==> config.mk <==
export PLATFORM = sky130hd
export DESIGN_NAME = timer_ctrl
export DESIGN_NICKNAME = d
export VERILOG_FILES = /design/src/rtl/timer_pkg.sv /design/src/rtl/wrap_counter.sv /design/src/rtl/timer_ctrl.sv
export SDC_FILE = /design/constraint.sdc
export NUM_CORES = 1
export LEC_CHECK = 0
export CELL_PAD_IN_SITES_DETAIL_PLACEMENT = 2
export CELL_PAD_IN_SITES_GLOBAL_PLACEMENT = 2
export CORE_ASPECT_RATIO = 0.5
export CORE_UTILIZATION = 31
export CTS_CLUSTER_DIAMETER = 50
export CTS_CLUSTER_SIZE = 12
export DETAILED_ROUTE_END_ITERATION = 10
export PLACE_DENSITY = 0.92
export SLEW_MARGIN = 30
export SYNTH_ARGS = -nofsm -noshare
export SYNTH_HDL_FRONTEND = slang
export SYNTH_HIERARCHICAL = 1
export SYNTH_SLANG_ARGS = --single-unit
==> constraint.sdc <==
create_clock -name clk -period 6.2 [get_ports clk]
set_clock_uncertainty 0.15 [all_clocks]
set_input_delay 1.24 -clock clk [delete_from_list [all_inputs] [get_ports clk]]
set_output_delay 1.24 -clock clk [all_outputs]
set_load 0.01 [all_outputs]
==> src/rtl/timer_pkg.sv <==
// Shared encodings and field limits for the countdown-timer sequencing controller.
package timer_pkg;

  typedef enum logic [2:0] {
    IDLE    = 3'd0,
    SET_HR  = 3'd1,
    SET_MIN = 3'd2,
    SET_SEC = 3'd3,
    LOAD    = 3'd4,
    RUN     = 3'd5,
    PAUSE   = 3'd6,
    ALARM   = 3'd7
  } state_t;

  typedef enum logic [1:0] {
    FIELD_NONE = 2'd0,
    FIELD_HR   = 2'd1,
    FIELD_MIN  = 2'd2,
    FIELD_SEC  = 2'd3
  } field_sel_t;

  localparam logic [7:0]  HOURS_MAX   = 8'd23;
  localparam logic [7:0]  MIN_SEC_MAX = 8'd59;
  localparam logic [11:0] MILLI_MAX   = 12'd999;

endpackage

==> src/rtl/wrap_counter.sv <==
// 8-bit preset field: increments on inc, wraps MAX->0, cleared by clr or reset.
module wrap_counter #(
  parameter logic [7:0] MAX = 8'd59
) (
  input  logic       clk,
  input  logic       reset,
  input  logic       inc,
  input  logic       clr,
  output logic [7:0] count
);

  always_ff @(posedge clk) begin
    if (reset || clr) begin
      count <= '0;
    end else if (inc) begin
      count <= (count == MAX) ? '0 : count + 8'd1;
    end
  end

endmodule

==> src/rtl/timer_ctrl.sv <==
// Set/run/pause/alarm sequencer for the countdown timer; owns the preset
// registers, expiry detection and the alarm hold counter.
module timer_ctrl
  import timer_pkg::*;
#(
  parameter int unsigned ALARM_CYCLES = 100_000_000
) (
  input  logic        clk,
  input  logic        reset,
  input  logic        btn_start,
  input  logic        btn_mode,
  input  logic        btn_inc,
  input  logic        btn_clear,
  input  logic [7:0]  hours_i,
  input  logic [7:0]  minutes_i,
  input  logic [7:0]  seconds_i,
  input  logic [11:0] milli_i,
  output logic        run_o,
  output logic        load_o,
  output logic [7:0]  set_hours_o,
  output logic [7:0]  set_minutes_o,
  output logic [7:0]  set_seconds_o,
  output logic [1:0]  field_sel_o,
  output logic        alarm_o,
  output logic [2:0]  state_o
);

  state_t      state, state_next;
  field_sel_t  field_sel;
  logic        inc_hr, inc_min, inc_sec, clr_presets;
  logic        load_mask;
  logic        expired, preset_nz, any_btn;
  logic [31:0] alarm_cnt;

  wrap_counter #(.MAX(HOURS_MAX)) u_hours (
    .clk(clk), .reset(reset), .inc(inc_hr), .clr(clr_presets), .count(set_hours_o)
  );
  wrap_counter #(.MAX(MIN_SEC_MAX)) u_minutes (
    .clk(clk), .reset(reset), .inc(inc_min), .clr(clr_presets), .count(set_minutes_o)
  );
  wrap_counter #(.MAX(MIN_SEC_MAX)) u_seconds (
    .clk(clk), .reset(reset), .inc(inc_sec), .clr(clr_presets), .count(set_seconds_o)
  );

  assign expired   = (hours_i == '0) && (minutes_i == '0) && (seconds_i == '0) && (milli_i == '0);
  assign preset_nz = (set_hours_o != '0) || (set_minutes_o != '0) || (set_seconds_o != '0);
  assign any_btn   = btn_start || btn_mode || btn_inc || btn_clear;

  always_ff @(posedge clk) begin
    if (reset) begin
      state     <= IDLE;
      load_mask <= 1'b0;
      alarm_cnt <= '0;
    end else begin
      state     <= state_next;
      // The timer only holds the new preset from the first RUN cycle onward.
      load_mask <= (state == LOAD);
      alarm_cnt <= (state == ALARM && state_next == ALARM) ? alarm_cnt + 32'd1 : '0;
    end
  end

  always_comb begin
    state_next  = state;
    inc_hr      = 1'b0;
    inc_min     = 1'b0;
    inc_sec     = 1'b0;
    clr_presets = 1'b0;
    case (state)
      IDLE: begin
        if (btn_clear) begin
          clr_presets = 1'b1;
        end else if (btn_start) begin
          if (preset_nz) state_next = LOAD;
        end else if (btn_mode) begin
          state_next = SET_HR;
        end
      end
      SET_HR, SET_MIN, SET_SEC: begin
        if (btn_clear) begin
          clr_presets = 1'b1;
          state_next  = IDLE;
        end else if (btn_start) begin
          state_next = preset_nz ? LOAD : IDLE;
        end else if (btn_mode) begin
          state_next = (state == SET_HR)  ? SET_MIN :
                       (state == SET_MIN) ? SET_SEC : IDLE;
        end else if (btn_inc) begin
          inc_hr  = (state == SET_HR);
          inc_min = (state == SET_MIN);
          inc_sec = (state == SET_SEC);
        end
      end
      LOAD:  state_next = btn_clear ? IDLE : RUN;
      RUN: begin
        if (btn_clear)                   state_next = IDLE;
        else if (btn_start)              state_next = PAUSE;
        else if (expired && !load_mask)  state_next = ALARM;
      end
      PAUSE: begin
        if (btn_clear)      state_next = IDLE;
        else if (btn_start) state_next = RUN;
      end
      ALARM: begin
        if (any_btn || alarm_cnt == ALARM_CYCLES - 1) state_next = IDLE;
      end
      default: state_next = IDLE;
    endcase
  end

  always_comb begin
    field_sel = FIELD_NONE;
    case (state)
      SET_HR:  field_sel = FIELD_HR;
      SET_MIN: field_sel = FIELD_MIN;
      SET_SEC: field_sel = FIELD_SEC;
      default: field_sel = FIELD_NONE;
    endcase
  end

  assign field_sel_o = field_sel;
  assign state_o     = state;
  assign run_o       = (state == RUN);
  assign load_o      = (state == LOAD);
  assign alarm_o     = (state == ALARM);

endmodule
==> run metrics, run 1 <==
Die Span X 141 um; crit path DAT 3470 ps; vias in the first global route 3358; # IOs 74; final setup margin 2780 ps; CP Max Fanout 6; Sequential Power Share 37.5%; post-synthesis register bit count 60; Async S/R FF share, synth 0%; port buffer count 73; Post-Syn Nets 399; Total Routed Length 11800 um; routed vias 3041; register area share after synthesis 39.9%; leading cell type in the layout, fill and taps excluded clkdlybuf4s50_1; share of the synthesized area in the top cell type 39.9%; final period utilization 55.2%; Nets 477; post-synth top area cell dfxtp_1; final instance area 4220 um^2; GRT Total Usage 24.6%; pwr/cell area 245 nW/um^2; drt initial violations 146; # diodes 0; fin util 46.5%; # setup viols final 0; Max Cap Violations 0; initial antenna violation count 0; Clock Latency Late Sink 340 ps; # fillers 970; Non-Filler Instances 566; Worst-Margin Slew 925 ps; share of cells above drive strength 1 7.34%; type of the worst setup path in2reg; startpoint types input port; clock sink count 60; total grt overflow 0; Critical Path RT 6240 ps; CORE AREA 9070 um^2; Placement Rows 24; Overall Power 1.03 mW; starting density of the core 33.2%; Final HPWL DP 7600 um; DRC Markers 0; synth top area cells dfxtp_1, xor2_1, nor2_1; P&R area growth vs syn 40.1%; H-tree Lvls 3; CTS tree done; setup bufs post-CTS 0; CTS root buffer clkbuf_16; Hold WS 381 ps; Net Sw Frac 19.7%; status completed; synth warn 6; Peak supply drop 0.128 mV; # resized after CTS 0; clk slew on worst S/H paths 50 ps; first-pass GRT wire length 18900 um; largest net degree at the start of global routing 34; final setup TNS 0 ps; RD Place Congestion 0.718; worst hold path class reg2reg; hold_buf cts 0; pre-CTS WS 2640 ps; remaining antenna violation count 0; internal power 0.829 mW; RSZ-0062 raised after global routing false; most used flip-flop cell after synthesis dfxtp_1; min Tclk post-route 3420 ps; Hold Vio Cnt, Final 0; library cells used by synthesis 47; Clk network pwr share 58.1%; Max Transition Viols Final 0; Max Fclk 0.292 GHz; combinational power share 4.4%; Post-DP Area 3860 um^2; Post-synth EDFFs 0; Die Ht 71.7 um; Slew HR 37.9%; most frequent cells in the layout clkdlybuf4s50_1, nor2_1, dfxtp_1; Routed WL per cell 20.9 um; crit path capture type flip-flop; total CTS buffers 9; clk buf depth 2; Static Leak 1.38 nW; synthesized area 3010 um^2; Psw 0.204 mW; Die ar. 10100 um^2; routed vias/inst 5.37; Synth Instances 353; Inst Count DP 550; first-pass iteration count of the detailed router 4; syn_area_per_cell 8.53 um^2
==> layer usage <==
metal / vias to the layer above / wire length [um] / global-route usage (%)
met5: - / 0 / 0
met4: 0 / 279 / 9.54
met3: 23 / 308 / 4.95
met2: 54 / 6130 / 46.4
met1: 1536 / 5120 / 27.6
li1: 1428 / - / -
==> worst max-delay path, cell delays in order <==
cell and delay, ps:
clkdlybuf4s50_1 520, nor2_1 230, and3_1 230, and3_1 380, nand4bb_1 280, o31ai_2 450
nor2_1 140
==> area by class of cell <==
cell class	count	area (um^2)	area share, %
Tap cell	130	163	3.86
Inverter	10	37.5	0.890
Timing Repair Buffer	74	738	17.5
Clock inverter	4	95.1	2.26
Clock buffer	12	256	6.08
Sequential cell	60	1200	28.5
Multi-Input combinational cell	276	1730	40.9
==> power groups by stage <==
stage	Combinational (mW)	Sequential (mW)	Clock (mW)
after CTS	0.0453	0.387	0.609
after global placement	0.0416	0.395	0
after floorplan	0.0108	0.395	0
after detailed placement	0.0433	0.396	0
after global routing	0.0479	0.387	0.627
final	0.0453	0.387	0.600
==> cell usage after synthesis (3+ instances only) <==
master,count
nand4_1,19
nor3_1,4
nand3_1,21
nor2b_1,5
nor4_1,17
xor2_1,27
inv_1,10
nor2_1,62
dfxtp_1,60
or3_1,10
a31oi_1,5
or2_2,4
nand2b_1,5
xnor2_1,12
nand4_2,3
a21oi_1,12
buf_6,3
o21ai_0,11
ha_1,4
and4_1,3
nand2_1,19
mux2i_1,3
==> path summary, 6_finish.rpt <==
kind	from	end	slack, ps	cells after the start
min reg2reg	alarm_cnt[0]	alarm_cnt[0]	380	1
max	btn_mode	u_seconds/count[0]	2780	7
max reg2reg	alarm_cnt[0]	state_o[2]	3560	7
min	alarm_cnt[0]	alarm_cnt[0]	380	1
==> registers in the layout (all words and copies together), names as in the netlist <==
signal and cells:
u_minutes/count 8, state_o 3, alarm_cnt 32, load_mask 1
u_seconds/count 8, u_hours/count 8
==> kinds of logic after synthesis <==
family | after synthesis | share of synthesized area, %
AND/OR/NAND/NOR | 191 | 34.8
adder cells (fa/ha/maj) | 4 | 1.66
buffers and inverters | 17 | 3.08
XOR/XNOR | 39 | 11.3
flip-flops | 60 | 39.9
multiplexers | 3 | 0.998
AO/OA/AOI/OAI | 39 | 8.23
Note: power is estimated with default switching activity, not from simulation.
==> run 2, diff against run 1 <==
Settings changed: CORE_UTILIZATION 31 to 29, PLACE_DENSITY 0.92 to 0.87.
Clock period 6.2 ns to 3.2 ns, I/O delays scaled along.
==> run 2 against run 1 <==
  * Combinational power rose by 90%
  * Flip-flop and latch count did not move
  * Register-to-register slack got worse by 3100 ps
  * Critical path type unchanged
  * Clock power rose by 78%
  * Sequential power rose by 94%
  * Die area rose by 6.8%
  * Non-clock buffer count rose by 2
  * Core utilization fell by 3.4 points
  * Routed wire length fell by 7.5%
  * Highest routed layer unchanged
  * Sequential share of layout area rose by 0.085 points
  * Design area fell by 0.30%
==> run metrics, run 2 (same netlist as run 1, synthesis figures left out) <==
status completed (unchanged); RR Endpoint state_o[2] (unchanged); Critical Path RT 3310 ps (was 6240 ps); leading cell type in the layout, fill and taps excluded clkdlybuf4s50_1 (unchanged); Worst path max stage delay 520 ps (about the same); Worst-Margin Slew 975 ps (was 925 ps); Die ar. 10800 um^2 (was 10100 um^2); CTS tree done (unchanged); FF-to-FF Start alarm_cnt[0] (unchanged); fin util 43.1% (was 46.5%); Overall Power 1.90 mW (was 1.03 mW); Slew HR 34.5% (was 37.9%); CTS root buffer clkbuf_16 (unchanged); final period utilization 87.0%; final setup TNS 0 ps (unchanged); P&R area growth vs syn 39.7% (was 40.1%); # diodes 0 (unchanged); worst hold path startpoint alarm_cnt[0] (unchanged); clk slew on worst S/H paths 60 ps (was 50 ps); type of the worst setup path in2reg (unchanged); min Tclk post-route 2780 ps; starting density of the core 30.8% (was 33.2%); startpoint types input port (unchanged); clock sink count 60 (unchanged); vias in the first global route 3348 (was 3358); first-pass GRT wire length 17800 um (was 18900 um); crit path DAT 2900 ps (was 3470 ps); Max Fclk 0.359 GHz; Nets 479 (was 477); RSZ-0062 raised after global routing false (unchanged); H-tree Lvls 3 (unchanged); initial antenna violation count 0 (unchanged); GRT Total Usage 21.6% (was 24.6%); Placement Rows 25 (was 24); most frequent cells in the layout clkdlybuf4s50_1, nor2_1, dfxtp_1 (unchanged); register-to-register setup slack 480 ps (was 3560 ps); Max Cap Violations 0 (unchanged); RD Place Congestion 0.776 (was 0.718); Clock Latency Late Sink 340 ps (about the same); Routed WL per cell 19.1 um (was 20.9 um); routed vias 2952 (was 3041); area of the multi-input gates 1720 um^2 (was 1730 um^2); Hold Vio Cnt, Final 0 (unchanged); Final HPWL DP 7510 um (was 7600 um); pre-CTS WS 306 ps (was 2640 ps); DRC Markers 0 (unchanged); port buffer count 73 (unchanged); routed vias/inst 5.15 (was 5.37); slowest stage cell, crit path clkdlybuf4s50_1 (unchanged); r2r worst-path depth 7 (unchanged); largest net degree at the start of global routing 34 (unchanged); Peak supply drop 0.215 mV (was 0.128 mV); Die Span X 146 um (was 141 um); first-pass iteration count of the detailed router 4 (unchanged); crit-path cells clkdlybuf4s50_1, or2_2, nor4_1, o31ai_1, nand2b_1, buf_4, nor2_1 (was clkdlybuf4s50_1, nor2_1, and3_1, and3_1, nand4bb_1, o31ai_2, nor2_1); pwr/cell area 452 nW/um^2 (was 245 nW/um^2); Worst Hold End alarm_cnt[0] (unchanged); crit path capture type flip-flop (unchanged); setup bufs post-CTS 0 (unchanged); # setup viols final 0 (unchanged); CP Max Fanout 33 (was 6); Max Transition Viols Final 0 (unchanged); # IOs 74 (unchanged); CORE AREA 9760 um^2 (was 9070 um^2); final setup margin 417 ps (was 2780 ps); total CTS buffers 9 (unchanged); Hold WS 323 ps (was 381 ps); Total Routed Length 10900 um (was 11800 um); share of cells above drive strength 1 7.99% (was 7.34%); worst hold path class reg2reg (unchanged); Storage cell area 1200 um^2 (unchanged); drt initial violations 88 (was 146); # resized after CTS 0 (unchanged); # fillers 1087 (was 970); Hold Path Cell Cnt 1 (unchanged); Die Ht 74.0 um (was 71.7 um); hold_buf cts 0 (unchanged); max reg flops 32 (unchanged); total grt overflow 0 (unchanged); Static Leak 1.35 nW (was 1.38 nW); largest reg by FF count alarm_cnt (unchanged); clk buf depth 2 (unchanged); remaining antenna violation count 0 (unchanged)
-- run 2: per-layer routing --
layer	share of wire (%)	global-route usage, %	vias to the layer above
li1	-	-	1428
met1	41	22.1	1464
met2	55	43.5	39
met3	2.3	4.91	21
met4	2.2	9.72	0
met5	0	0	-
-- run 2: final cells by class --
| cell class | count | share of cell area, % |
|---|---|---|
| multi-input combinational | 276 | 40.8 |
| clock buffer | 10 | 5.68 |
| tap | 135 | 4.02 |
| clock inverter | 6 | 2.08 |
| timing repair buffer | 76 | 17.9 |
| sequential | 60 | 28.6 |
| inverter | 10 | 0.893 |
-- run 2: where the power goes --
part           internal [mW]  switching [mW]  leakage (nW)
registers              0.748         0.00205         0.483
logic                 0.0563          0.0299         0.718
clock network          0.701           0.365         0.151
total                   1.51           0.397          1.35
-- run 2: worst max-delay path by stage --
stage                      start            endpoint  slack, ps
finish                 btn_start        alarm_cnt[6]        420
global route        alarm_cnt[0]          state_o[2]        310
CTS                    btn_start        alarm_cnt[6]        440
detailed placement     btn_start       alarm_cnt[11]        310
global placement       btn_start  u_minutes/count[7]        460
floorplan               btn_mode    u_hours/count[5]       1040
-- run 2: critical path: cells and delay by family --
family                 cells  cell delay, ps
AOI/OAI and AO/OA          1             260
buffers and inverters      2             790
and+or+nand+nor            4            1200
-- run 2: through the flow --
step                      cell area (um^2)  std cells
final                                 4200        573
after global routing                  4200        573
after CTS                             4200        573
after detailed placement              3880        557
after global placement                3880        557
after floorplan                       3010        353
